`config.mk`:
```
export PLATFORM = sky130hd
export DESIGN_NAME = player_input_arbiter
export DESIGN_NICKNAME = d
export VERILOG_FILES = /design/src/rtl/hexdef_ctrl_pkg.sv /design/src/rtl/player_input_arbiter_btn_debounce.sv /design/src/rtl/player_input_arbiter.sv
export SDC_FILE = /design/constraint.sdc
export NUM_CORES = 1
export LEC_CHECK = 0
export CAP_MARGIN = 25
export CELL_PAD_IN_SITES_DETAIL_PLACEMENT = 1
export CELL_PAD_IN_SITES_GLOBAL_PLACEMENT = 1
export CORE_ASPECT_RATIO = 1.75
export CORE_MARGIN = 2
export CORE_UTILIZATION = 52
export CTS_BUF_LIST = sky130_fd_sc_hd__clkbuf_8
export DETAILED_ROUTE_END_ITERATION = 8
export PLACE_DENSITY = 0.86
export RECOVER_POWER = 100
export SYNTH_ARGS = -nofsm -noshare
export SYNTH_HDL_FRONTEND = slang
export SYNTH_SLANG_ARGS = --single-unit
```
`constraint.sdc`:
```
create_clock -name clk -period 6.1 [get_ports clk]
set_clock_uncertainty 0.2 [all_clocks]
set_input_delay 1.22 -clock clk [delete_from_list [all_inputs] [get_ports clk]]
set_output_delay 1.22 -clock clk [all_outputs]
set_load 0.05 [all_outputs]
```
`src/rtl/hexdef_ctrl_pkg.sv`:
```
// Shared constants, FSM state type and a small index helper for the
// four-player buzzer input arbiter.
package hexdef_ctrl_pkg;

    localparam int NUM_PLAYERS     = 4;
    localparam int SW_WIDTH        = 8;
    localparam int PINS_PER_PLAYER = 9;
    localparam int PIN_WIDTH       = NUM_PLAYERS * PINS_PER_PLAYER;
    localparam int PLAYER_W        = $clog2(NUM_PLAYERS);

    typedef enum logic [1:0] {
        IDLE    = 2'd0,
        ARMED   = 2'd1,
        GRANT   = 2'd2,
        RELEASE = 2'd3
    } arb_state_t;

    // Player index reached by stepping 'offset' positions from 'base';
    // the index width makes the wrap-around modulo NUM_PLAYERS implicit.
    function automatic logic [PLAYER_W-1:0] rr_index(
        input logic [PLAYER_W-1:0] base,
        input logic [PLAYER_W-1:0] offset
    );
        return base + offset;
    endfunction

endpackage

```
`src/rtl/player_input_arbiter_btn_debounce.sv`:
```
// One button: two-flop synchronizer followed by a stability counter.
// The debounced level follows the synchronized level only after the two
// have disagreed for DEBOUNCE_CYCLES consecutive cycles.
module btn_debounce #(
    parameter int DEBOUNCE_CYCLES = 250000
) (
    input  logic clk,
    input  logic rst_n,
    input  logic raw,
    output logic db
);

    localparam int CNT_W = $clog2(DEBOUNCE_CYCLES + 1);
    localparam logic [CNT_W-1:0] CNT_LAST = CNT_W'(DEBOUNCE_CYCLES - 1);
    localparam logic [CNT_W-1:0] CNT_MAX  = CNT_W'(DEBOUNCE_CYCLES);

    logic [1:0]       sync_reg;
    logic [CNT_W-1:0] cnt_reg;
    logic             db_reg;

    // Synchronize the raw pin, then count consecutive disagreeing cycles;
    // any agreement restarts the count, and the count never wraps.
    always_ff @(posedge clk or negedge rst_n) begin
        if (!rst_n) begin
            sync_reg <= 2'b00;
            cnt_reg  <= '0;
            db_reg   <= 1'b0;
        end else begin
            sync_reg <= {sync_reg[0], raw};
            if (sync_reg[1] != db_reg) begin
                if (cnt_reg >= CNT_LAST) begin
                    db_reg  <= sync_reg[1];
                    cnt_reg <= '0;
                end else if (cnt_reg != CNT_MAX) begin
                    cnt_reg <= cnt_reg + 1'b1;
                end
            end else begin
                cnt_reg <= '0;
            end
        end
    end

    assign db = db_reg;

endmodule

```
`src/rtl/player_input_arbiter.sv`:
```
// Four-player answer arbiter: synchronizes switches, debounces buttons,
// grants the first press of an open round with round-robin tie-breaking,
// holds the answer until acknowledged and waits for all buttons to clear.
module player_input_arbiter
    import hexdef_ctrl_pkg::*;
#(
    parameter int DEBOUNCE_CYCLES = 250000
) (
    input  logic                 clk,
    input  logic                 rst_n,
    input  logic [PIN_WIDTH-1:0] gpins,
    input  logic                 round_open,
    input  logic                 ack,
    output logic                 answer_valid,
    output logic [PLAYER_W-1:0]  answer_player,
    output logic [SW_WIDTH-1:0]  answer_value,
    output logic [NUM_PLAYERS-1:0] btn_db
);

    logic [SW_WIDTH-1:0]    sw_sync [NUM_PLAYERS];
    logic [NUM_PLAYERS-1:0] btn_db_prev_reg;
    logic [NUM_PLAYERS-1:0] press;

    arb_state_t             state_reg;
    logic [PLAYER_W-1:0]    rr_ptr_reg;
    logic                   answer_valid_reg;
    logic [PLAYER_W-1:0]    answer_player_reg;
    logic [SW_WIDTH-1:0]    answer_value_reg;

    logic                   win_found;
    logic [PLAYER_W-1:0]    win_idx;
    logic [PLAYER_W-1:0]    cand;

    genvar gi;
    generate
        for (gi = 0; gi < NUM_PLAYERS; gi++) begin : g_player
            logic [SW_WIDTH-1:0] sw_meta_reg;
            logic [SW_WIDTH-1:0] sw_sync_reg;

            btn_debounce #(
                .DEBOUNCE_CYCLES (DEBOUNCE_CYCLES)
            ) u_btn_debounce (
                .clk   (clk),
                .rst_n (rst_n),
                .raw   (gpins[gi*PINS_PER_PLAYER + SW_WIDTH]),
                .db    (btn_db[gi])
            );

            // Two-flop synchronizer for this player's answer switches.
            always_ff @(posedge clk or negedge rst_n) begin
                if (!rst_n) begin
                    sw_meta_reg <= '0;
                    sw_sync_reg <= '0;
                end else begin
                    sw_meta_reg <= gpins[gi*PINS_PER_PLAYER +: SW_WIDTH];
                    sw_sync_reg <= sw_meta_reg;
                end
            end

            assign sw_sync[gi] = sw_sync_reg;
        end
    endgenerate

    // Previous debounced levels, used to turn a rising edge into a press pulse.
    always_ff @(posedge clk or negedge rst_n) begin
        if (!rst_n) begin
            btn_db_prev_reg <= '0;
        end else begin
            btn_db_prev_reg <= btn_db;
        end
    end

    assign press = btn_db & ~btn_db_prev_reg;

    // Pick the first pressing player at or after the round-robin pointer.
    always_comb begin
        win_found = 1'b0;
        win_idx   = rr_ptr_reg;
        cand      = rr_ptr_reg;
        for (int k = 0; k < NUM_PLAYERS; k++) begin
            cand = rr_index(rr_ptr_reg, PLAYER_W'(k));
            if (!win_found && press[cand]) begin
                win_found = 1'b1;
                win_idx   = cand;
            end
        end
    end

    // Arbitration FSM with registered answer outputs and round-robin pointer.
    always_ff @(posedge clk or negedge rst_n) begin
        if (!rst_n) begin
            state_reg         <= IDLE;
            rr_ptr_reg        <= '0;
            answer_valid_reg  <= 1'b0;
            answer_player_reg <= '0;
            answer_value_reg  <= '0;
        end else begin
            case (state_reg)
                IDLE: begin
                    if (round_open && (btn_db == '0)) begin
                        state_reg <= ARMED;
                    end
                end
                ARMED: begin
                    // Closing the round wins over a press in the same cycle.
                    if (!round_open) begin
                        state_reg <= IDLE;
                    end else if (win_found) begin
                        answer_player_reg <= win_idx;
                        answer_value_reg  <= sw_sync[win_idx];
                        answer_valid_reg  <= 1'b1;
                        rr_ptr_reg        <= win_idx + 1'b1;
                        state_reg         <= GRANT;
                    end
                end
                GRANT: begin
                    if (ack) begin
                        answer_valid_reg <= 1'b0;
                        state_reg        <= RELEASE;
                    end
                end
                RELEASE: begin
                    if (btn_db == '0) begin
                        state_reg <= IDLE;
                    end
                end
                default: begin
                    state_reg <= IDLE;
                end
            endcase
        end
    end

    assign answer_valid  = answer_valid_reg;
    assign answer_player = answer_player_reg;
    assign answer_value  = answer_value_reg;

endmodule

```
== Word level (Yosys, flattened, before mapping) ==
Cells that the tools add are included.
Word-level totals
  output and inout port bits: 15
  register bits: 167
  bits of input ports: 40
Operators by class
  $lt $le $gt $ge: 9
  reduce and logical (&&, ||, !) cells: 17
  equality and inequality tests: 21
  add/sub/neg operators: 8
  multiplexer cells: 40
  bitwise operators: 3
Operators with widths (count)
  18-bit two-way mux: 12
  18-bit by 1-bit adder with 18-bit output, second input constant: 4
  18-bit greater-or-equal comparator, second input constant: 4
  18-bit != test, second input constant: 4
  8-bit binary-select mux with 2-bit select: 1
  2-bit two-way mux: 8
  8-bit two-way mux: 2
  3-bit != test, second input constant: 5
  2-bit by 3-bit < comparator with 1-bit output, second input constant: 4
  1-bit two-way mux: 11
  2-bit != test, second input constant: 5
  1-bit binary-select mux with 2-bit select: 4
  2-bit case mux with 4 select lines: 1
  2-bit AND reduction: 4
  4-bit AND reduction: 2
  2-bit by 1-bit adder with 2-bit output, second input constant: 2
  2-bit adder, second input constant: 2
  4-bit bitwise AND: 1
  2-bit equality test, second input constant: 2
  1-bit logical AND: 4
  4-bit logical NOT: 1
  1-bit != test: 4
  4-bit inverter: 1
  3-bit greater-or-equal comparator, second input constant: 1
  other kinds (7): 9

== Depth between registers and ports, before layout ==
Gate-level depths: netlist of the first run.
  depth after elaboration: 18
  gate-level depth with buffers: 9
  depth with buffers taken out: 7

== Cells and area by module ==
From an unflattened synthesis of the first run, not the netlist that was laid out.
Unflattened totals
  cells, all modules: 645
  area total of the unflattened synthesis: 7567.3 µm²
By module, submodules not included
  btn_debounce (g_player[0].u_btn_debounce ...): cells an instance 123, sequential area each 525.5 µm², instances 3, area an instance 1224.9 µm²
  player_input_arbiter: cells an instance 163, sequential area each 2077.0 µm², instances 1, area an instance 2770.2 µm²
  btn_debounce (g_player[3].u_btn_debounce): cells an instance 113, sequential area each 525.5 µm², instances 1, area an instance 1122.3 µm²

== Worst setup path before layout of the first run ==
OpenSTA, ideal clock, no wires.
  kind: input -> register
  start: input port round_open
  end: register answer_value_reg[0], in the netlist answer_value[0]
  stages on the path: 5
  path slack: 3569 ps
  setup time: 153 ps
  arrival time: 2178 ps
  required time: 5747 ps
  buffers on the path: 0
  cells stage by stage: nand2_1 -> nor3_1 -> inv_1 -> nor2_1 -> a311oi_1
On the way
  longest elaborated chain between the ends: 1
RTL lines
  start, declared: line player_input_arbiter.sv:12  | input logic round_open,
  3-bit AND reduction (no line)
  end signal, assigned: line player_input_arbiter.sv:110  | answer_value_reg <= sw_sync[win_idx];
  end, declared: line player_input_arbiter.sv:28  | logic [SW_WIDTH-1:0] answer_value_reg;
No other way between the ends.
A chain may end at the register's enable or synchronous reset.

==> results of run 1 <==
through the flow:
stage / total power, mW / instance area [µm²]
final: 1.938 / 7565
after global routing: 2.024 / 7565
after CTS: 1.968 / 7571
after detailed placement: 1.255 / 7221
after global placement: 1.248 / 7221
after floorplan: 1.193 / 6539
logic make-up (layout without fill, tap and decap cells):
group / after synthesis / after routing / synth area share (%)
buffers and inverters: 26 / 102 / 2.047
AOI/OAI and AO/OA: 48 / 48 / 5.377
and+or+nand+nor: 242 / 242 / 17.53
adders and majority gates: 8 / 8 / 1.531
xor gates and xnor gates: 64 / 64 / 8.573
DFF: 167 / 167 / 63.91
muxes: 6 / 6 / 1.033
routing by layer:
metal,global-route usage (%),vias to the layer above,wire (µm)
met5,0,-,0
met4,8.947,0,353
li1,-,2029,-
met3,5.255,28,417
met1,26.88,2320,5459
met2,44.10,81,8655
placed cells by master, fill, tap and decap left out, drive strengths merged, types with 6 or more instances in the layout:
cell type,Yosys,final
dfrtp,167,167
nor2,90,90
nand2,52,52
dlygate4sd3,0,52
xor2,38,38
and3,28,28
xnor2,26,26
nand3,24,24
inv,13,23
clkbuf,5,20
nand4,10,10
nor3,10,10
and4,8,8
a211oi,8,8
a311oi,8,8
ha,8,8
a21oi,7,7
o21ai,7,7
mux2,6,6
where the power goes:
group	leakage [nW]	internal (mW)	total [mW]	switching, mW
logic	1.13	0.0273	0.0711	0.0438
clock network	0.179	0.289	0.713	0.424
registers	2.15	1.14	1.15	0.0176
total	3.46	1.45	1.94	0.485
worst max path at each step:
stage	to	slack [ps]	from
detailed placement	answer_value[4]	2710	round_open
floorplan	answer_value[0]	3570	round_open
global placement	answer_value[4]	2860	round_open
global route	g_player[0].u_btn_debounce.cnt_reg[7]	1590	rst_n
CTS	btn_db[2]	2820	g_player[2].u_btn_debounce.db
finish	g_player[0].u_btn_debounce.cnt_reg[7]	2200	rst_n
area by class of cell:
class | instances | area [µm²] | area share [%]
inverter | 13 | 48.80 | 0.6451
multi-input combinational | 368 | 2226 | 29.42
clock inverter | 15 | 116.4 | 1.538
sequential | 167 | 4179 | 55.24
clock buffer | 17 | 234.0 | 3.093
tap | 168 | 210.2 | 2.779
timing repair buffer | 57 | 550.5 | 7.278
==> flow_metrics.env, run 1 <==
export IMPL_synth_area_per_cell_um2=11.66
export IMPL_wl_mm=14.89
export IMPL_yosysTopAreaCellShare_pct=63.91
export IMPL_gp_congestion=0.8142
export IMPL_clockBufferDepth=2
export IMPL_r2r_cells=7
export IMPL_reg2reg_from="g_player[2].u_btn_debounce.db"
export IMPL_initial_utilization_pct=52.88
export IMPL_antenna_found_initial=0
export IMPL_grtUsageTotal_pct=24.31
export IMPL_remaining_drc_errors=0
export IMPL_synth_most_common_cell="dfrtp_1"
export IMPL_min_from="g_player[1].sw_meta_reg[4]"
export IMPL_setup_slack_ps=2196
export IMPL_arrival_ps=3790
export IMPL_critPathLaunchType="input pin"
export IMPL_final_cells=805
export IMPL_netlist_instances=561
export IMPL_post_route_util_pct=61.18
export IMPL_p_leak_nw=3.460
export IMPL_num_nets_final=672
export IMPL_num_fill_cells=1273
export IMPL_path_buf_inv=2
export IMPL_crit_family="buffers and inverters"
export IMPL_cp_depth=2
export IMPL_min_to="g_player[1].sw_sync_reg[4]"
export IMPL_tightest_slew_ps=2352
export IMPL_violations="capacitance limit, slew limit"
export IMPL_synth_fp_nets=609
export IMPL_synth_edf_count=0
export IMPL_hold_depth=0
export IMPL_numCtsBuffers=17
export IMPL_hold_viol=0
export IMPL_dp_hpwl_mm=10.51
export IMPL_yosysUniqueCellTypes=44
export IMPL_worstSetupPathType="in2async"
export IMPL_synth_ff_type="dfrtp_1"
export IMPL_portBuffers=54
export IMPL_tns_ps=0
export IMPL_finalCritPeriodShare_pct=64.00
export IMPL_drive_gt1_share_pct=6.279
export IMPL_vdd_drop_max_mv=0.1377
export IMPL_synth_commonest_cells="dfrtp_1, nor2_1, nand2_1"
export IMPL_grt_pass1_wl_mm=25.02
export IMPL_slew_headroom_pct=-56.77
export IMPL_drt_iter0_drc=145
export IMPL_powerDensity_nw_per_um2=256.2
export IMPL_cts_sinks=167
export IMPL_synth_seq_cells=167
export IMPL_die_h_um=152.3
export IMPL_synth_seq_area_share_pct=63.91
export IMPL_status="finished, violations left"
export IMPL_insertion_delay_ps=460
export IMPL_slowest_stage="clkbuf_2"
export IMPL_cts_hold_buffers=0
export IMPL_ff2ff_setup_slack_ps=3090
export IMPL_drt_pre_antenna_iters=4
export IMPL_holdWs_ps=151.3
export IMPL_setup_viol=0
export IMPL_cts_root_buf="clkbuf_8"
export IMPL_path_max_fanout=97
export IMPL_std_cell_rows=54
export IMPL_num_vias=4458
export IMPL_viasPerCell=5.538
export IMPL_end_kind="async pin"
export IMPL_placeableCoreArea_um2=12360
export IMPL_cts_resized=0
export IMPL_htree_levels=4
export IMPL_grt_pass1_vias=5019
export IMPL_synthArstFlopShare_pct=100.0
export IMPL_pre_cts_ws_ps=2711
export IMPL_die_area_um2=13520
export IMPL_diodes=0
export IMPL_cp_cell_sequence="clkbuf_1, clkbuf_2"
export IMPL_area_growth_pct=15.69
export IMPL_fmax_mhz=256.2
export IMPL_grt_max_degree=116
export IMPL_dieWidth_um=88.77
export IMPL_antenna_left=0
export IMPL_rsz0062_at_grt="no"
export IMPL_maxCapViolations=1
export IMPL_synth_top_area_cell="dfrtp_1"
export IMPL_largest_reg_flops=72
export IMPL_min_path_type="reg2reg"
export IMPL_syn_cell_area_um2=6539
export IMPL_post_cts_setup_buffers=0
export IMPL_grt_ovfl_total=0
export IMPL_cts_tree="built"
export IMPL_drv_slew=98
export IMPL_synth_area_leaders="dfrtp_1, nor2_1, xor2_1, xnor2_1, nand2_1"
export IMPL_clkSlewWorstSetupHoldPaths_ps=80
export IMPL_period_minus_slack_ps=3904
export IMPL_crit_path_max_incr_delay_ps=1770
export IMPL_wire_per_inst_um=18.49
export IMPL_yosys_warnings=0
export IMPL_cp_required_ps=5980
export IMPL_r2r_end="answer_value[4]"
export IMPL_io_pins=55
export IMPL_dp_cells=772
Power figures use the tool's default switching activity.
==> run 2: changes to the inputs <==
--- a/config.mk
+++ b/config.mk
@@ -10,10 +10,10 @@
 export CELL_PAD_IN_SITES_GLOBAL_PLACEMENT = 1
 export CORE_ASPECT_RATIO = 1.75
 export CORE_MARGIN = 2
-export CORE_UTILIZATION = 52
+export CORE_UTILIZATION = 48
 export CTS_BUF_LIST = sky130_fd_sc_hd__clkbuf_8
 export DETAILED_ROUTE_END_ITERATION = 8
-export PLACE_DENSITY = 0.86
+export PLACE_DENSITY = 0.8
 export RECOVER_POWER = 100
 export SYNTH_ARGS = -nofsm -noshare
 export SYNTH_HDL_FRONTEND = slang
==> constraint.sdc (replaced) <==
create_clock -name clk -period 3.8 [get_ports clk]
set_clock_uncertainty 0.2 [all_clocks]
set_input_delay 0.76 -clock clk [delete_from_list [all_inputs] [get_ports clk]]
set_output_delay 0.76 -clock clk [all_outputs]
set_load 0.05 [all_outputs]
==> flow_metrics.env, run 2 (synthesis results as in run 1) <==
export IMPL_status="finished, violations left"
export IMPL_violations="capacitance limit, slew limit"
export IMPL_drv_slew=86
export IMPL_layout_common_cells="dfrtp_1, nor2_1, nand2_1"
export IMPL_cts_root_buf="clkbuf_8"
export IMPL_ff2ff_setup_slack_ps=780
export IMPL_tns_ps=0
export IMPL_cts_sinks=167
export IMPL_endpoint="answer_value[4]"
export IMPL_antenna_found_initial=1
export IMPL_placeableCoreArea_um2=13380
export IMPL_rsz0062_at_grt="no"
export IMPL_cp_required_ps=3860
export IMPL_final_cells=812
export IMPL_largest_reg_flops=72
export IMPL_remaining_drc_errors=0
export IMPL_area_growth_pct=16.78
export IMPL_slew_headroom_pct=-44.66
export IMPL_fmax_mhz=330.6
export IMPL_post_route_util_pct=57.06
export IMPL_critPathLaunchType="register"
export IMPL_gp_congestion=0.7712
export IMPL_drive_gt1_share_pct=6.750
export IMPL_r2r_end="answer_value[4]"
export IMPL_r2r_cells=7
export IMPL_period_minus_slack_ps=3025
export IMPL_p_total_mw=3.210
export IMPL_viasPerCell=5.400
export IMPL_post_cts_setup_buffers=0
export IMPL_wl_mm=14.24
export IMPL_drt_iter0_drc=194
export IMPL_die_h_um=158.4
export IMPL_num_nets_final=672
export IMPL_portBuffers=54
export IMPL_pre_cts_ws_ps=924.6
export IMPL_cts_hold_buffers=0
export IMPL_setup_slack_ps=775.1
export IMPL_num_vias=4385
export IMPL_initial_utilization_pct=48.86
export IMPL_fin_area_um2=7636
export IMPL_setup_viol=0
export IMPL_finalCritPeriodShare_pct=79.60
export IMPL_dp_cells=779
export IMPL_clockBufferDepth=2
export IMPL_powerDensity_nw_per_um2=420.4
export IMPL_dp_hpwl_mm=9.926
export IMPL_grt_max_degree=87
export IMPL_insertion_delay_ps=450
export IMPL_worstSetupPathType="reg2reg"
export IMPL_htree_levels=4
export IMPL_grt_pass1_vias=4970
export IMPL_place_area_um2=7248
export IMPL_io_pins=55
export IMPL_vdd_drop_max_mv=0.2185
export IMPL_grt_pass1_wl_mm=24.67
export IMPL_die_area_um2=14610
export IMPL_grtUsageTotal_pct=21.63
export IMPL_min_path_type="reg2reg"
export IMPL_cts_resized=0
export IMPL_holdWs_ps=155.0
export IMPL_std_cell_rows=56
export IMPL_dieWidth_um=92.23
export IMPL_reg2reg_from="g_player[2].u_btn_debounce.db"
export IMPL_drt_pre_antenna_iters=4
export IMPL_hold_viol=0
export IMPL_clkSlewWorstSetupHoldPaths_ps=100
export IMPL_wire_per_inst_um=17.54
export IMPL_antenna_left=0
export IMPL_end_kind="register"
export IMPL_numCtsBuffers=17
export IMPL_tightest_slew_ps=2170
export IMPL_cts_tree="built"
export IMPL_path_max_fanout=13
export IMPL_cp_startpoint="g_player[2].u_btn_debounce.db"
export IMPL_grt_ovfl_total=0
export IMPL_final_common_cell="dfrtp_1"
export IMPL_p_leak_nw=3.491
export IMPL_arrival_ps=3090
export IMPL_maxCapViolations=1
run 2: layout make-up:
type                            count  area (µm²)
Tap cell                          174       217.7
Fill cell                        1418        5747
Sequential cell                   167        4179
Multi-Input combinational cell    368        2226
Timing Repair Buffer               57       564.3
Inverter                           13       48.80
Clock inverter                     14       150.1
Clock buffer                       18       247.7
Antenna cell                        1       2.502
run 2: critical path, stage by stage (launching register included):
cell,delay [ps]
dfrtp_1,480
nand2b_1,170
and4_1,240
nor3_1,190
clkbuf_1,490
inv_1,230
nor2_1,590
a311oi_1,240
run 2: worst min-delay path by stage:
| stage | to | depth (start not counted) | slack (ps) | start |
|---|---|---|---|---|
| finish | g_player[1].sw_sync_reg[0] | 0 | 150 | g_player[1].sw_meta_reg[0] |
| global route | g_player[1].sw_sync_reg[0] | 0 | 170 | g_player[1].sw_meta_reg[0] |
| CTS | g_player[1].sw_sync_reg[0] | 0 | 160 | g_player[1].sw_meta_reg[0] |
| detailed placement | g_player[1].sw_sync_reg[0] | 0 | 140 | g_player[1].sw_meta_reg[0] |
| global placement | g_player[2].u_btn_debounce.sync_reg[1] | 0 | 130 | g_player[2].u_btn_debounce.sync_reg[0] |
| floorplan | g_player[0].sw_sync_reg[0] | 0 | 130 | g_player[0].sw_meta_reg[0] |
run 2: power breakdown:
group          leakage, nW  total [mW]  internal [mW]  switching (mW)
Sequential            2.15        1.85           1.83          0.0275
Combinational         1.13       0.116         0.0460          0.0702
Clock                0.204        1.24          0.514           0.728
Total                 3.49        3.21           2.38           0.825
run 2: metal layers:
layer	track usage, %	up-vias	routed length [µm]
met5	0	-	0
met4	7.605	0	269
met3	4.307	21	369
met2	41.46	68	8149
met1	23.45	2258	5455
li1	-	2038	-
==> run 3: changes to the inputs <==
--- a/config.mk
+++ b/config.mk
@@ -10,10 +10,10 @@
 export CELL_PAD_IN_SITES_GLOBAL_PLACEMENT = 1
 export CORE_ASPECT_RATIO = 1.75
 export CORE_MARGIN = 2
-export CORE_UTILIZATION = 48
+export CORE_UTILIZATION = 44
 export CTS_BUF_LIST = sky130_fd_sc_hd__clkbuf_8
 export DETAILED_ROUTE_END_ITERATION = 8
-export PLACE_DENSITY = 0.8
+export PLACE_DENSITY = 0.78
 export RECOVER_POWER = 100
 export SYNTH_ARGS = -nofsm -noshare
 export SYNTH_HDL_FRONTEND = slang
==> constraint.sdc (replaced) <==
create_clock -name clk -period 2.5 [get_ports clk]
set_clock_uncertainty 0.2 [all_clocks]
set_input_delay 0.5 -clock clk [delete_from_list [all_inputs] [get_ports clk]]
set_output_delay 0.5 -clock clk [all_outputs]
set_load 0.05 [all_outputs]
==> flow_metrics.env, run 3 (synthesis results as in run 1) <==
export IMPL_rsz0062_at_grt="no"
export IMPL_antenna_found_initial=0
export IMPL_drive_gt1_share_pct=10.86
export IMPL_drt_iter0_drc=105
export IMPL_cp_depth=1
export IMPL_cp_cell_sequence="dlygate4sd3_1"
export IMPL_r2r_cells=8
export IMPL_powerDensity_nw_per_um2=622.8
export IMPL_die_h_um=165.3
export IMPL_hold_depth=0
export IMPL_drv_slew=0
export IMPL_path_max_fanout=2
export IMPL_std_cell_rows=59
export IMPL_grt_ovfl_total=0
export IMPL_die_area_um2=15890
export IMPL_cts_root_buf="clkbuf_8"
export IMPL_worstSetupPathType="reg2out"
export IMPL_hold_viol=0
export IMPL_finalCritPeriodShare_pct=96.82
export IMPL_cts_sinks=167
export IMPL_htree_levels=4
export IMPL_grt_pass1_wl_mm=25.07
export IMPL_path_buf_inv=1
export IMPL_cp_required_ps=1800
export IMPL_p_total_mw=4.883
export IMPL_portBuffers=54
export IMPL_status="finished clean"
export IMPL_arrival_ps=1720
export IMPL_dieWidth_um=96.15
export IMPL_largest_reg_flops=72
export IMPL_drt_pre_antenna_iters=4
export IMPL_diodes=0
export IMPL_crit_path_max_incr_delay_ps=920
export IMPL_wl_mm=14.95
export IMPL_end_kind="output port"
export IMPL_min_path_type="reg2reg"
export IMPL_clockBufferDepth=2
export IMPL_vdd_drop_max_mv=0.3867
export IMPL_critPathLaunchType="register"
export IMPL_clkSlewWorstSetupHoldPaths_ps=110
export IMPL_grt_pass1_vias=5124
export IMPL_period_minus_slack_ps=2420
export IMPL_io_pins=55
export IMPL_layout_common_cells="dfrtp_1, nor2_1, nand2_1"
export IMPL_holdWs_ps=151.9
export IMPL_cts_tree="built"
export IMPL_placeableCoreArea_um2=14690
export IMPL_final_common_cell="dfrtp_1"
export IMPL_wire_per_inst_um=17.67
export IMPL_dp_hpwl_mm=11.04
export IMPL_tightest_slew_ps=1216
export IMPL_antenna_left=0
export IMPL_fmax_mhz=413.1
export IMPL_crit_family="buffers and inverters"
export IMPL_maxCapViolations=0
export IMPL_num_vias=4477
export IMPL_numCtsBuffers=17
export IMPL_p_leak_nw=3.581
export IMPL_remaining_drc_errors=0
export IMPL_gp_congestion=0.8030
export IMPL_viasPerCell=5.292
export IMPL_area_growth_pct=19.92
export IMPL_initial_utilization_pct=44.51
export IMPL_grtUsageTotal_pct=20.87
export IMPL_num_nets_final=698
export IMPL_grt_max_degree=54
export IMPL_slew_headroom_pct=18.92
export IMPL_insertion_delay_ps=450
export IMPL_setup_viol=0
export IMPL_slowest_stage="dlygate4sd3_1"
[run 3: repair_timing]
action	in CTS	in global routing
endpoints found under the setup margin	8	50
hold buffers	1	0
hold endpoints to repair	43	0
gates resized for setup	5	12
cloned	0	0
setup buffers	0	0
pin swaps	0	1
[run 3: metrics by stage]
step | TNS, ps | cells | utilization (%) | instance area [µm²] | worst slack [ps]
global route | 0 | 846 | 53.38 | 7841 | 4.807
CTS | 0 | 846 | 53.45 | 7851 | 15.89
detailed placement | -653.7 | 813 | 50.69 | 7447 | -107.4
floorplan | 0 | 561 | - | 6539 | 170.1
global placement | 0 | 813 | 50.69 | 7447 | 34.33
finish | 0 | 846 | 53.38 | 7841 | 79.56
[run 3: worst paths after layout]
check	from	endpoint	slack, ps
worst max-delay path	answer_value[0]	answer_value[0]	80
worst min-delay path	g_player[2].sw_meta_reg[4]	g_player[2].sw_sync_reg[4]	150
worst max register to register	g_player[2].u_btn_debounce.cnt_reg[0]	g_player[2].u_btn_debounce.cnt_reg[6]	110
worst min register to register	g_player[2].sw_meta_reg[4]	g_player[2].sw_sync_reg[4]	150
max in group asynchronous	rst_n	g_player[1].u_btn_debounce.cnt_reg[0]	380
min in group asynchronous	rst_n	async pin	640
[run 3: layout make-up]
type	instances	area (µm²)
clock buffer	17	234.0
multi-input combinational	368	2265
inverter	13	48.80
fill	1562	6849
timing repair buffer	83	729.5
clock inverter	15	156.4
sequential	167	4179
tap	183	229.0
[run 3: routing by layer]
| metal | vias up | global-route usage, % | part of all wire (%) | wire [µm] |
|---|---|---|---|---|
| met2 | 63 | 37.91 | 57 | 8550 |
| met5 | - | 0 | 0 | 0 |
| met4 | 0 | 9.286 | 2.8 | 422 |
| li1 | 2081 | - | - | - |
| met3 | 26 | 4.492 | 2.6 | 394 |
| met1 | 2307 | 22.68 | 37 | 5586 |
[run 3: power breakdown]
part / internal (mW) / switching, mW / total (mW)
Sequential: 2.77 / 0.0423 / 2.82
Clock: 0.750 / 1.12 / 1.87
Combinational: 0.0811 / 0.111 / 0.192
Total: 3.60 / 1.28 / 4.88
